## config.mk

```make
export PLATFORM = sky130hd
export DESIGN_NAME = alu_bist_sequencer
export DESIGN_NICKNAME = d
export VERILOG_FILES = /design/src/rtl/alu_bist_sequencer.sv
export SDC_FILE = /design/constraint.sdc
export NUM_CORES = 1
export LEC_CHECK = 0
export BUFFER_PORTS_ARGS = -buffer_cell sky130_fd_sc_hd__clkbuf_2
export CAP_MARGIN = 20
export CORE_UTILIZATION = 35
export CTS_BUF_LIST = sky130_fd_sc_hd__clkbuf_8
export DETAILED_ROUTE_END_ITERATION = 8
export PLACE_DENSITY = 0.54
export SYNTH_ARGS = -nofsm -noshare
export SYNTH_HDL_FRONTEND = slang
export SYNTH_SLANG_ARGS = --single-unit
```

## constraint.sdc

```tcl
create_clock -name clk -period 2.42 [get_ports clk]
set_input_delay 0.242 -clock clk [delete_from_list [all_inputs] [get_ports clk]]
set_output_delay 0.242 -clock clk [all_outputs]
set_load 0.01 [all_outputs]
```

## src/rtl/alu_bist_sequencer.sv

```systemverilog
// ALU built-in self-test sequencer.
// Sweeps all eleven ALU operations over LFSR-generated operands, folds every
// ALU result into a 32-bit MISR and compares the final signature with a
// golden value supplied as a parameter.
// Optional build macro: ALU_BIST_ERR_INJECT_EN adds the err_inject input,
// which flips io_out[0] ahead of compaction to prove the checker can fail.
// The ALU_SEL_* codes normally come from ba201rv32i_consts.vh; the guarded
// defaults below let the block stand alone when that header is absent.

`ifndef ALU_SEL_WIDTH
`define ALU_SEL_WIDTH 4
`endif
`ifndef ALU_SEL_ADD
`define ALU_SEL_ADD   4'd0
`endif
`ifndef ALU_SEL_SUB
`define ALU_SEL_SUB   4'd1
`endif
`ifndef ALU_SEL_SLT
`define ALU_SEL_SLT   4'd2
`endif
`ifndef ALU_SEL_SLTU
`define ALU_SEL_SLTU  4'd3
`endif
`ifndef ALU_SEL_XOR
`define ALU_SEL_XOR   4'd4
`endif
`ifndef ALU_SEL_OR
`define ALU_SEL_OR    4'd5
`endif
`ifndef ALU_SEL_AND
`define ALU_SEL_AND   4'd6
`endif
`ifndef ALU_SEL_COPYB
`define ALU_SEL_COPYB 4'd7
`endif
`ifndef ALU_SEL_SLL
`define ALU_SEL_SLL   4'd8
`endif
`ifndef ALU_SEL_SRL
`define ALU_SEL_SRL   4'd9
`endif
`ifndef ALU_SEL_SRA
`define ALU_SEL_SRA   4'd10
`endif

module alu_bist_sequencer #(
  parameter int unsigned NUM_VECTORS  = 64,
  parameter logic [31:0] LFSR_SEED    = 32'hACE1_2025,
  parameter logic [31:0] MISR_SEED    = 32'hFFFF_FFFF,
  parameter logic [31:0] EXPECTED_SIG = 32'h0
) (
  input  logic                      clk,
  input  logic                      rst_n,
  input  logic                      start,
  output logic                      busy,
  output logic                      done,
  output logic                      pass,
  output logic [31:0]               signature,
  output logic [`ALU_SEL_WIDTH-1:0] io_sel,
  output logic [31:0]               io_in_a,
  output logic [31:0]               io_in_b,
  input  logic [31:0]               io_out
`ifdef ALU_BIST_ERR_INJECT_EN
  ,
  input  logic                      err_inject
`endif
);

  localparam int SW = `ALU_SEL_WIDTH;

  // A zero seed would lock the LFSR at zero forever.
  localparam logic [31:0] LFSR_INIT = (LFSR_SEED == 32'h0) ? 32'h1 : LFSR_SEED;
  localparam logic [11:0] LAST_VEC  = 12'(NUM_VECTORS - 1);
  localparam logic [3:0]  LAST_OP   = 4'd10;
  localparam logic [31:0] LFSR_POLY = 32'h8020_0003;
  localparam logic [31:0] MISR_POLY = 32'h04C1_1DB7;

  typedef enum logic [2:0] {
    S_IDLE,
    S_LOAD,
    S_APPLY,
    S_CAPTURE,
    S_DONE
  } state_t;

  state_t      state;
  logic [31:0] lfsr;
  logic [31:0] misr;
  logic [3:0]  op_idx;
  logic [11:0] vec_cnt;

  logic [31:0] capture_data;
  logic [31:0] lfsr_nxt;
  logic [31:0] misr_nxt;
  logic [3:0]  op_nxt;
  logic        last_vec;
  logic        last_op;

  // Operation sweep order: ADD, SUB, SLT, SLTU, XOR, OR, AND, COPYB, SLL, SRL, SRA.
  function automatic logic [SW-1:0] op_code(input logic [3:0] idx);
    case (idx)
      4'd0:    return `ALU_SEL_ADD;
      4'd1:    return `ALU_SEL_SUB;
      4'd2:    return `ALU_SEL_SLT;
      4'd3:    return `ALU_SEL_SLTU;
      4'd4:    return `ALU_SEL_XOR;
      4'd5:    return `ALU_SEL_OR;
      4'd6:    return `ALU_SEL_AND;
      4'd7:    return `ALU_SEL_COPYB;
      4'd8:    return `ALU_SEL_SLL;
      4'd9:    return `ALU_SEL_SRL;
      4'd10:   return `ALU_SEL_SRA;
      default: return `ALU_SEL_ADD;
    endcase
  endfunction

  // Shift ops only look at a 5-bit shamt, so the upper operand bits are cleared.
  function automatic logic [31:0] operand_b(input logic [31:0] l, input logic [SW-1:0] sel);
    logic [31:0] b;
    b = {l[15:0], l[31:16]} ^ 32'h5A5A_5A5A;
    if (sel == `ALU_SEL_SLL || sel == `ALU_SEL_SRL || sel == `ALU_SEL_SRA) begin
      b[31:5] = 27'd0;
    end
    return b;
  endfunction

  // One Galois step, right-shifting.
  function automatic logic [31:0] lfsr_step(input logic [31:0] l);
    return l[0] ? ((l >> 1) ^ LFSR_POLY) : (l >> 1);
  endfunction

  // CRC-32 style left-shifting MISR with the sampled data folded in.
  function automatic logic [31:0] misr_step(input logic [31:0] m, input logic [31:0] d);
    return ({m[30:0], 1'b0} ^ (m[31] ? MISR_POLY : 32'h0)) ^ d;
  endfunction

  // Next-vector values shared by the state update and the registered operand outputs.
  always_comb begin
`ifdef ALU_BIST_ERR_INJECT_EN
    capture_data = io_out ^ {31'd0, err_inject};
`else
    capture_data = io_out;
`endif
    last_vec = (vec_cnt == LAST_VEC);
    last_op  = (op_idx == LAST_OP);
    lfsr_nxt = lfsr_step(lfsr);
    misr_nxt = misr_step(misr, capture_data);
    op_nxt   = last_vec ? (op_idx + 4'd1) : op_idx;
  end

  // Sequencer FSM with registered status and ALU-drive outputs.
  always_ff @(posedge clk or negedge rst_n) begin
    if (!rst_n) begin
      state     <= S_IDLE;
      lfsr      <= 32'h0;
      misr      <= 32'h0;
      op_idx    <= 4'd0;
      vec_cnt   <= 12'd0;
      busy      <= 1'b0;
      done      <= 1'b0;
      pass      <= 1'b0;
      signature <= 32'h0;
      io_sel    <= '0;
      io_in_a   <= 32'h0;
      io_in_b   <= 32'h0;
    end else begin
      case (state)
        S_IDLE, S_DONE: begin
          if (start) begin
            state     <= S_LOAD;
            busy      <= 1'b1;
            done      <= 1'b0;
            pass      <= 1'b0;
            signature <= 32'h0;
          end
        end
        S_LOAD: begin
          lfsr      <= LFSR_INIT;
          misr      <= MISR_SEED;
          op_idx    <= 4'd0;
          vec_cnt   <= 12'd0;
          done      <= 1'b0;
          pass      <= 1'b0;
          signature <= 32'h0;
          io_sel    <= op_code(4'd0);
          io_in_a   <= LFSR_INIT;
          io_in_b   <= operand_b(LFSR_INIT, op_code(4'd0));
          state     <= S_APPLY;
        end
        S_APPLY: begin
          // Operands stay put so the combinational ALU result settles for capture.
          state <= S_CAPTURE;
        end
        S_CAPTURE: begin
          misr    <= misr_nxt;
          lfsr    <= lfsr_nxt;
          vec_cnt <= last_vec ? 12'd0 : (vec_cnt + 12'd1);
          op_idx  <= op_nxt;
          if (last_op && last_vec) begin
            state     <= S_DONE;
            busy      <= 1'b0;
            done      <= 1'b1;
            signature <= misr_nxt;
            pass      <= (misr_nxt == EXPECTED_SIG);
            io_sel    <= '0;
            io_in_a   <= 32'h0;
            io_in_b   <= 32'h0;
          end else begin
            state   <= S_APPLY;
            io_sel  <= op_code(op_nxt);
            io_in_a <= lfsr_nxt;
            io_in_b <= operand_b(lfsr_nxt, op_code(op_nxt));
          end
        end
        default: begin
          state <= S_IDLE;
          busy  <= 1'b0;
        end
      endcase
    end
  end

endmodule

```

Word-level counts from Yosys, hierarchy flattened
Memories as Yosys holds them, arrays and structs flattened. Cells that the tools add are included. Widths: inputs -> output; s select.

Register bits after elaboration: 186. ROM bits: 128. Output and inout port bits: 103. Word-level logic and storage cells: 74. Memories kept: 2.

$add $sub $neg: 2. Eq/ne operators: 11. Mux-type cells: 31. Bitwise operators: 5. Reduce and logical (&&, ||, !) cells: 11.

Memories: (name not given) (depth 16, bits a word 4, rd ports 1, clocked after Yosys merged registers in 0, write ports 0, RTL line 102) `case (idx)`; (name not given) (depth 16, bits a word 4, rd ports 1, clocked after Yosys merged registers in 0, write ports 0, RTL line 102).

Operators with widths (number): $pmux 32 s2 (4); $mux 32 (5); $pmux 32 s3 (1); $mux 27 (2); $logic_not 32->1 (1); $xor 32x27->32 (1); $xor 32x32->32 (1); $pmux 12 s2 (1); $eq 4x4->1 const B (4); $mux 4 (4); $not 16->16 (1); $pmux 4 s2 (2); $add 12x1->12 const B (1); $eq 12x6->1 const B (1); $mux 12 (1); $pmux 3 s4 (1); $pmux 1 s3 (3); $eq 3x2->1 const B (2); $mux 3 (2); $reduce_and 3->1 (2); $mux 1 (5); $add 4x1->4 const B (1); $ne 2x2->1 const B (2); $not 3->4 (1); other kinds (9) (11).

Logic depth before layout (Yosys ltp)
An unclocked memory read counts as a cell.

Depth after elaboration: 11. Depth in mapped cells: 10. Depth with buffers taken out: 7.

Worst setup path before layout
Ideal clock, no wire load.

Path type: register to register. Start: register vec_cnt[0]. End: register io_in_b[19]. Library setup time: 0.087 ns. Arrival: 2.067 ns. Data required time: 2.333 ns. Setup slack: 0.266 ns. Stages on the path, launching flop included: 11. Buffers on the path: 3. Period minus slack after synthesis: 2.154 ns. Cell sequence: dfrtp_1 > ha_1 > and2_1 > and4_1 > buf_6 > and4b_4 > buf_6 > nor4_4 > nor3_2 > buf_6 > a211oi_2.

Longest elaborated chain between the ends: 11. Elaborated cells between the ends (all ways): 14. Those cells by class: 4 x eq/ne; 6 x mux; 3 x reduce/logical; 1 x memory.

RTL lines: start: declaration (RTL line 91) `logic [11:0] vec_cnt;`; start signal: assignment (RTL line 198) `vec_cnt <= last_vec ? 12'd0 : (vec_cnt + 12'd1);`; $eq 12x6->1 (*) (RTL line 145) `last_vec = (vec_cnt == LAST_VEC);`; $mux 4 (RTL line 149) `op_nxt = last_vec ? (op_idx + 4'd1) : op_idx;`; $mem_v2 16x4; $mux 4 (RTL line 200) `if (last_op && last_vec) begin`; $mux 4 (RTL line 168) `case (state)`; $eq 4x4->1 (no source line); $logic_or 1x1->1 (no source line) (2 in series); $mux 27 (RTL line 122) `` if (sel == `ALU_SEL_SLL || sel == `ALU_SEL_SRL || sel == `ALU_SEL_SRA) begin ``; $mux 32 (*) (RTL line 200); $pmux 32 s2 (*) (RTL line 168); end signal: assignment (RTL line 188) `io_in_b <= operand_b(LFSR_INIT, op_code(4'd0));`; end signal: assignment (RTL line 213) `io_in_b <= operand_b(lfsr_nxt, op_code(op_nxt));`; end: declaration (RTL line 62) `output logic [31:0] io_in_b,`.

Every way passes the cells marked *; elsewhere a longest branch is shown, timed or not. The select of a mux whose other input is x is not followed. A chain may end at the register's enable or synchronous reset.

Worst setup path in the final report
Start: register vec_cnt[7]. End: register io_in_b[14].

The elaborated chain is that of the path after synthesis.

==> metrics.txt <==
# TYPE chip_impl_metric gauge
chip_impl_info{name="status",value="complete, no violations"} 1
chip_impl_metric{name="regToRegSetupSlack",unit="ns"} 0.11
chip_impl_metric{name="via_count",unit=""} 5712
chip_impl_metric{name="finalHoldViolations",unit=""} 0
chip_impl_metric{name="postPlaceCellArea",unit="um2"} 8920
chip_impl_metric{name="grt_pass1_vias",unit=""} 5710
chip_impl_metric{name="drtAntennaViolNets",unit=""} 0
chip_impl_info{name="crit_chain",value="nor4_2 -> and4_4 -> buf_4 -> mux2i_1 -> buf_4 -> nor4_4 -> nor3_4 -> buf_12 -> a211oi_2"} 1
chip_impl_metric{name="proportion_of_register_bits_with_asynchronous_set_or_reset_after_synthesis",unit="%"} 100
chip_impl_info{name="worst_reg2reg_endpoint",value="io_in_b[14]$_DFFE_PN0P_"} 1
chip_impl_metric{name="syn-mean-instance-area",unit="um2"} 11.5
chip_impl_metric{name="worst_r2r_path_depth",unit=""} 9
chip_impl_info{name="critPathMostFrequentCell",value="sky130_fd_sc_hd__buf_4"} 1
chip_impl_metric{name="final_routed_drc_violation_total",unit=""} 0
chip_impl_metric{name="achievable-frequency",unit="MHz"} 433
chip_impl_metric{name="synth.cell_area",unit="um2"} 7810
chip_impl_metric{name="clkTransAtPathRegs",unit="ns"} 0.09
chip_impl_metric{name="share_of_final_layout_standard_cells_stronger_than_drive_strength_1",unit="%"} 27.6
chip_impl_metric{name="syn2layout_area_growth",unit="%"} 19.7
chip_impl_metric{name="final_max_slew_violation_count",unit=""} 0
chip_impl_metric{name="detail_route.wl_per_cell",unit="um"} 18.2
chip_impl_metric{name="cts_buffers",unit=""} 17
chip_impl_metric{name="insertion_delay",unit="ns"} 0.46
chip_impl_metric{name="power.density",unit="nW/um2"} 1160
chip_impl_metric{name="synthCells",unit=""} 677
chip_impl_info{name="cts-root-buf",value="sky130_fd_sc_hd__clkbuf_8"} 1
chip_impl_metric{name="first_pass_iters",unit=""} 4
chip_impl_metric{name="number_of_top_level_design_ports",unit=""} 138
chip_impl_info{name="setup.worst_path.start",value="vec_cnt[7]$_DFFE_PN0P_"} 1
chip_impl_metric{name="global_route_usage_sum",unit="%"} 18.1
chip_impl_metric{name="ys_warnings",unit=""} 0
chip_impl_metric{name="seq_area_frac_synth",unit="%"} 58.9
chip_impl_metric{name="initial_standard_cell_utilization_of_the_core",unit="%"} 35.7
chip_impl_metric{name="h-tree-depth",unit=""} 4
chip_impl_info{name="criticalPathCategory",value="reg -> reg"} 1
chip_impl_metric{name="die_height",unit="um"} 151
chip_impl_info{name="cpLargestDelayFamily",value="simple AND/OR/NAND/NOR gates"} 1
chip_impl_metric{name="antenna_cells",unit=""} 0
chip_impl_metric{name="finalWeightedCongestion",unit=""} 0.802
chip_impl_metric{name="hpwl",unit="um"} 13500
chip_impl_metric{name="global_route.overflow_total",unit=""} 0
chip_impl_info{name="timing.critical_path.from_type",value="flip-flop"} 1
chip_impl_metric{name="maxCapViolCount",unit=""} 0
chip_impl_metric{name="post_synthesis_cell_type_count",unit=""} 47
chip_impl_metric{name="vias_per_cell",unit=""} 5.18
chip_impl_metric{name="layout_skew",unit="ns"} 0.0144
chip_impl_metric{name="initial_antenna_violation_count",unit=""} 0
chip_impl_metric{name="layout.nets",unit=""} 852
chip_impl_metric{name="stdcell_area",unit="um2"} 9350
chip_impl_metric{name="wirelength",unit="um"} 20100
chip_impl_metric{name="die-area",unit="um2"} 22900
chip_impl_metric{name="crit_arrival",unit="ns"} 2.67
chip_impl_metric{name="vdd.ir_drop.worst",unit="V"} 0.000473
chip_impl_info{name="tritoncts",value="yes"} 1
chip_impl_metric{name="die_w",unit="um"} 151
chip_impl_metric{name="timing.final.ws_setup",unit="ns"} 0.112
chip_impl_metric{name="timing_worst_slew_pin_value",unit="ns"} 0.715
chip_impl_metric{name="timing.final.setup_violations",unit=""} 0
chip_impl_info{name="dominantRegCellSynth",value="sky130_fd_sc_hd__dfrtp_1"} 1
chip_impl_metric{name="p_total",unit="mW"} 10.9
chip_impl_metric{name="row_count",unit=""} 54
chip_impl_metric{name="core-area",unit="um2"} 21900
chip_impl_metric{name="critical_path_depth",unit=""} 9
chip_impl_metric{name="timing.slew.headroom",unit="%"} 52.3
chip_impl_metric{name="grt_first_pass_wirelength",unit="um"} 31500
chip_impl_metric{name="fillCellCount",unit=""} 2146
chip_impl_metric{name="final_period_minus_worst_setup_slack",unit="ns"} 2.31
chip_impl_info{name="layout.cells.most_common",value="sky130_fd_sc_hd__dfrtp_1"} 1
chip_impl_metric{name="mappedNetlistNets",unit=""} 715
chip_impl_metric{name="place_worst_setup_slack",unit="ns"} -0.0188
chip_impl_metric{name="port-buffer-count",unit=""} 137
chip_impl_metric{name="drt_first_iter_violations",unit=""} 296
chip_impl_info{name="min_path_type",value="in -> reg"} 1
chip_impl_metric{name="finish.utilization",unit="%"} 42.7
chip_impl_metric{name="slowest_delay",unit="ns"} 0.43
chip_impl_info{name="endpoint",value="io_in_b[14]$_DFFE_PN0P_"} 1
chip_impl_info{name="mostFrequentLayoutCells",value="sky130_fd_sc_hd__dfrtp_1, sky130_fd_sc_hd__clkbuf_2, sky130_fd_sc_hd__nand2_1, sky130_fd_sc_hd__a22o_1, sky130_fd_sc_hd__nor2_1"} 1
chip_impl_metric{name="final.period_utilization",unit="%"} 95.4
chip_impl_metric{name="worstPathMaxFanout",unit=""} 13
chip_impl_metric{name="cts-root-to-sink-buffers",unit=""} 2
chip_impl_metric{name="hold_slack",unit="ns"} 0.0574
chip_impl_metric{name="power.static_leakage",unit="nW"} 4.34
chip_impl_metric{name="grt_max_degree",unit=""} 83
chip_impl_metric{name="clock_sinks",unit=""} 184
chip_impl_info{name="regToRegStartpoint",value="vec_cnt[7]$_DFFE_PN0P_"} 1
chip_impl_metric{name="synth_edf_count",unit=""} 0
chip_impl_info{name="critical_path.slowest_cell",value="sky130_fd_sc_hd__dfrtp_1"} 1
chip_impl_metric{name="cp_num_buf_inv",unit=""} 3
chip_impl_metric{name="synth-seq-cells",unit=""} 184
chip_impl_info{name="end_kind",value="flip-flop"} 1
chip_impl_metric{name="cp_data_required_time",unit="ns"} 2.79
timing repair:
| action | 4_1_cts | 5_1_grt |
|---|---|---|
| gates resized for setup | 2 | 3 |
| endpoints found under the hold margin | 77 | 0 |
| pin swaps | 0 | 3 |
| setup buffers | 0 | 1 |
| setup endpoints to repair | 4 | 25 |
| hold buffers | 1 | 0 |
power by group:
part           internal (mW)  switching [mW]  total (mW)  leakage [nW]
combinational           1.62            1.96        3.58          1.88
clock                   1.08            1.07        2.15         0.208
sequential              4.18           0.978        5.16          2.26
total                   6.88            4.00        10.9          4.34
sequential cells by signal, summed over array words and instances, names as in the netlist:
signal,flops
signature,32
state,3
busy,1
lfsr,32
io_in_b,30
io_sel,4
pass,1
misr,32
done,1
op_idx,4
vec_cnt,12
io_in_a,32
final cells by class:
cell class              instances  area [um2]  share of cell area [%]
well taps                     280         350                    3.75
clock inverters                 8         125                    1.34
flip-flops and latches        184        4600                    49.2
multi-input cells             438        2990                    32.0
repair buffers                170         995                    10.6
clock buffers                  20         275                    2.94
inverters                       3        11.3                   0.120
routing by layer:
metal,share of wire (%),up-vias,global-route usage [%]
met5,0,-,0
met3,4.3,12,3.25
met2,47,143,29.1
met4,0.75,0,4.65
li1,-,2711,-
met1,48,2846,25.1
cell usage after synthesis, types with 5 or more instances:
master	n	area, um2
sky130_fd_sc_hd__a211oi_2	10	125
sky130_fd_sc_hd__a21oi_1	15	75.1
sky130_fd_sc_hd__a22o_1	58	508
sky130_fd_sc_hd__a31oi_1	10	62.6
sky130_fd_sc_hd__a32o_1	11	110
sky130_fd_sc_hd__buf_1	9	33.8
sky130_fd_sc_hd__buf_2	7	35.0
sky130_fd_sc_hd__clkbuf_1	29	109
sky130_fd_sc_hd__dfrtp_1	184	4600
sky130_fd_sc_hd__nand2_1	68	255
sky130_fd_sc_hd__nand3_1	8	40.0
sky130_fd_sc_hd__nand4_1	6	37.5
sky130_fd_sc_hd__nor2_1	58	218
sky130_fd_sc_hd__nor4_1	7	43.8
sky130_fd_sc_hd__o211ai_1	5	37.5
sky130_fd_sc_hd__o21ai_0	41	205
sky130_fd_sc_hd__o22a_1	35	307
sky130_fd_sc_hd__o22ai_1	9	56.3
sky130_fd_sc_hd__xnor2_1	16	140
sky130_fd_sc_hd__xor2_1	38	333
through the flow:
| stage | std cells | TNS, ns |
|---|---|---|
| 2_1_floorplan | 677 | 0 |
| 3_3_place_gp | 1073 | -0.0750 |
| 3_5_place_dp | 1073 | -0.0332 |
| 4_1_cts | 1102 | 0 |
| 5_1_grt | 1103 | -0.00726 |
| 6_report | 1103 | 0 |
worst min-delay path by stage:
stage	cells past startpoint	startpoint	slack, ns	end
after floorplan	0	rst_n	-0.05	busy$_DFFE_PN0P_
after CTS	2	start	0.04	state[2]$_DFFE_PN0N_
after global placement	1	rst_n	0.35	misr[19]$_DFFE_PN0P_
after global routing	2	start	0.05	state[2]$_DFFE_PN0N_
final	2	start	0.06	state[2]$_DFFE_PN0N_
after detailed placement	1	rst_n	0.34	misr[19]$_DFFE_PN0P_
worst register-to-register path, cell delays in order (launching register included):
cell and delay [ns]:
sky130_fd_sc_hd__dfrtp_1 0.43, sky130_fd_sc_hd__nor4_2 0.32, sky130_fd_sc_hd__and4_4 0.31, sky130_fd_sc_hd__buf_4 0.15, sky130_fd_sc_hd__mux2i_1 0.09, sky130_fd_sc_hd__buf_4 0.15, sky130_fd_sc_hd__nor4_4 0.32, sky130_fd_sc_hd__nor3_4 0.08
sky130_fd_sc_hd__buf_12 0.19, sky130_fd_sc_hd__a211oi_2 0.19
logic make-up (layout without fill, tap and decap cells):
family / Yosys count / count (layout) / share of synthesized area, %
AO/OA/AOI/OAI: 203 / 203 / 19.9
flip-flops: 184 / 184 / 58.9
AND/OR/NAND/NOR: 173 / 173 / 10.7
buffers and inverters: 55 / 201 / 3.28
XOR/XNOR: 54 / 54 / 6.05
multiplexers: 5 / 5 / 0.656
adder cells (fa/ha/maj): 3 / 3 / 0.480
No activity file was read; power rests on OpenSTA's default activity.
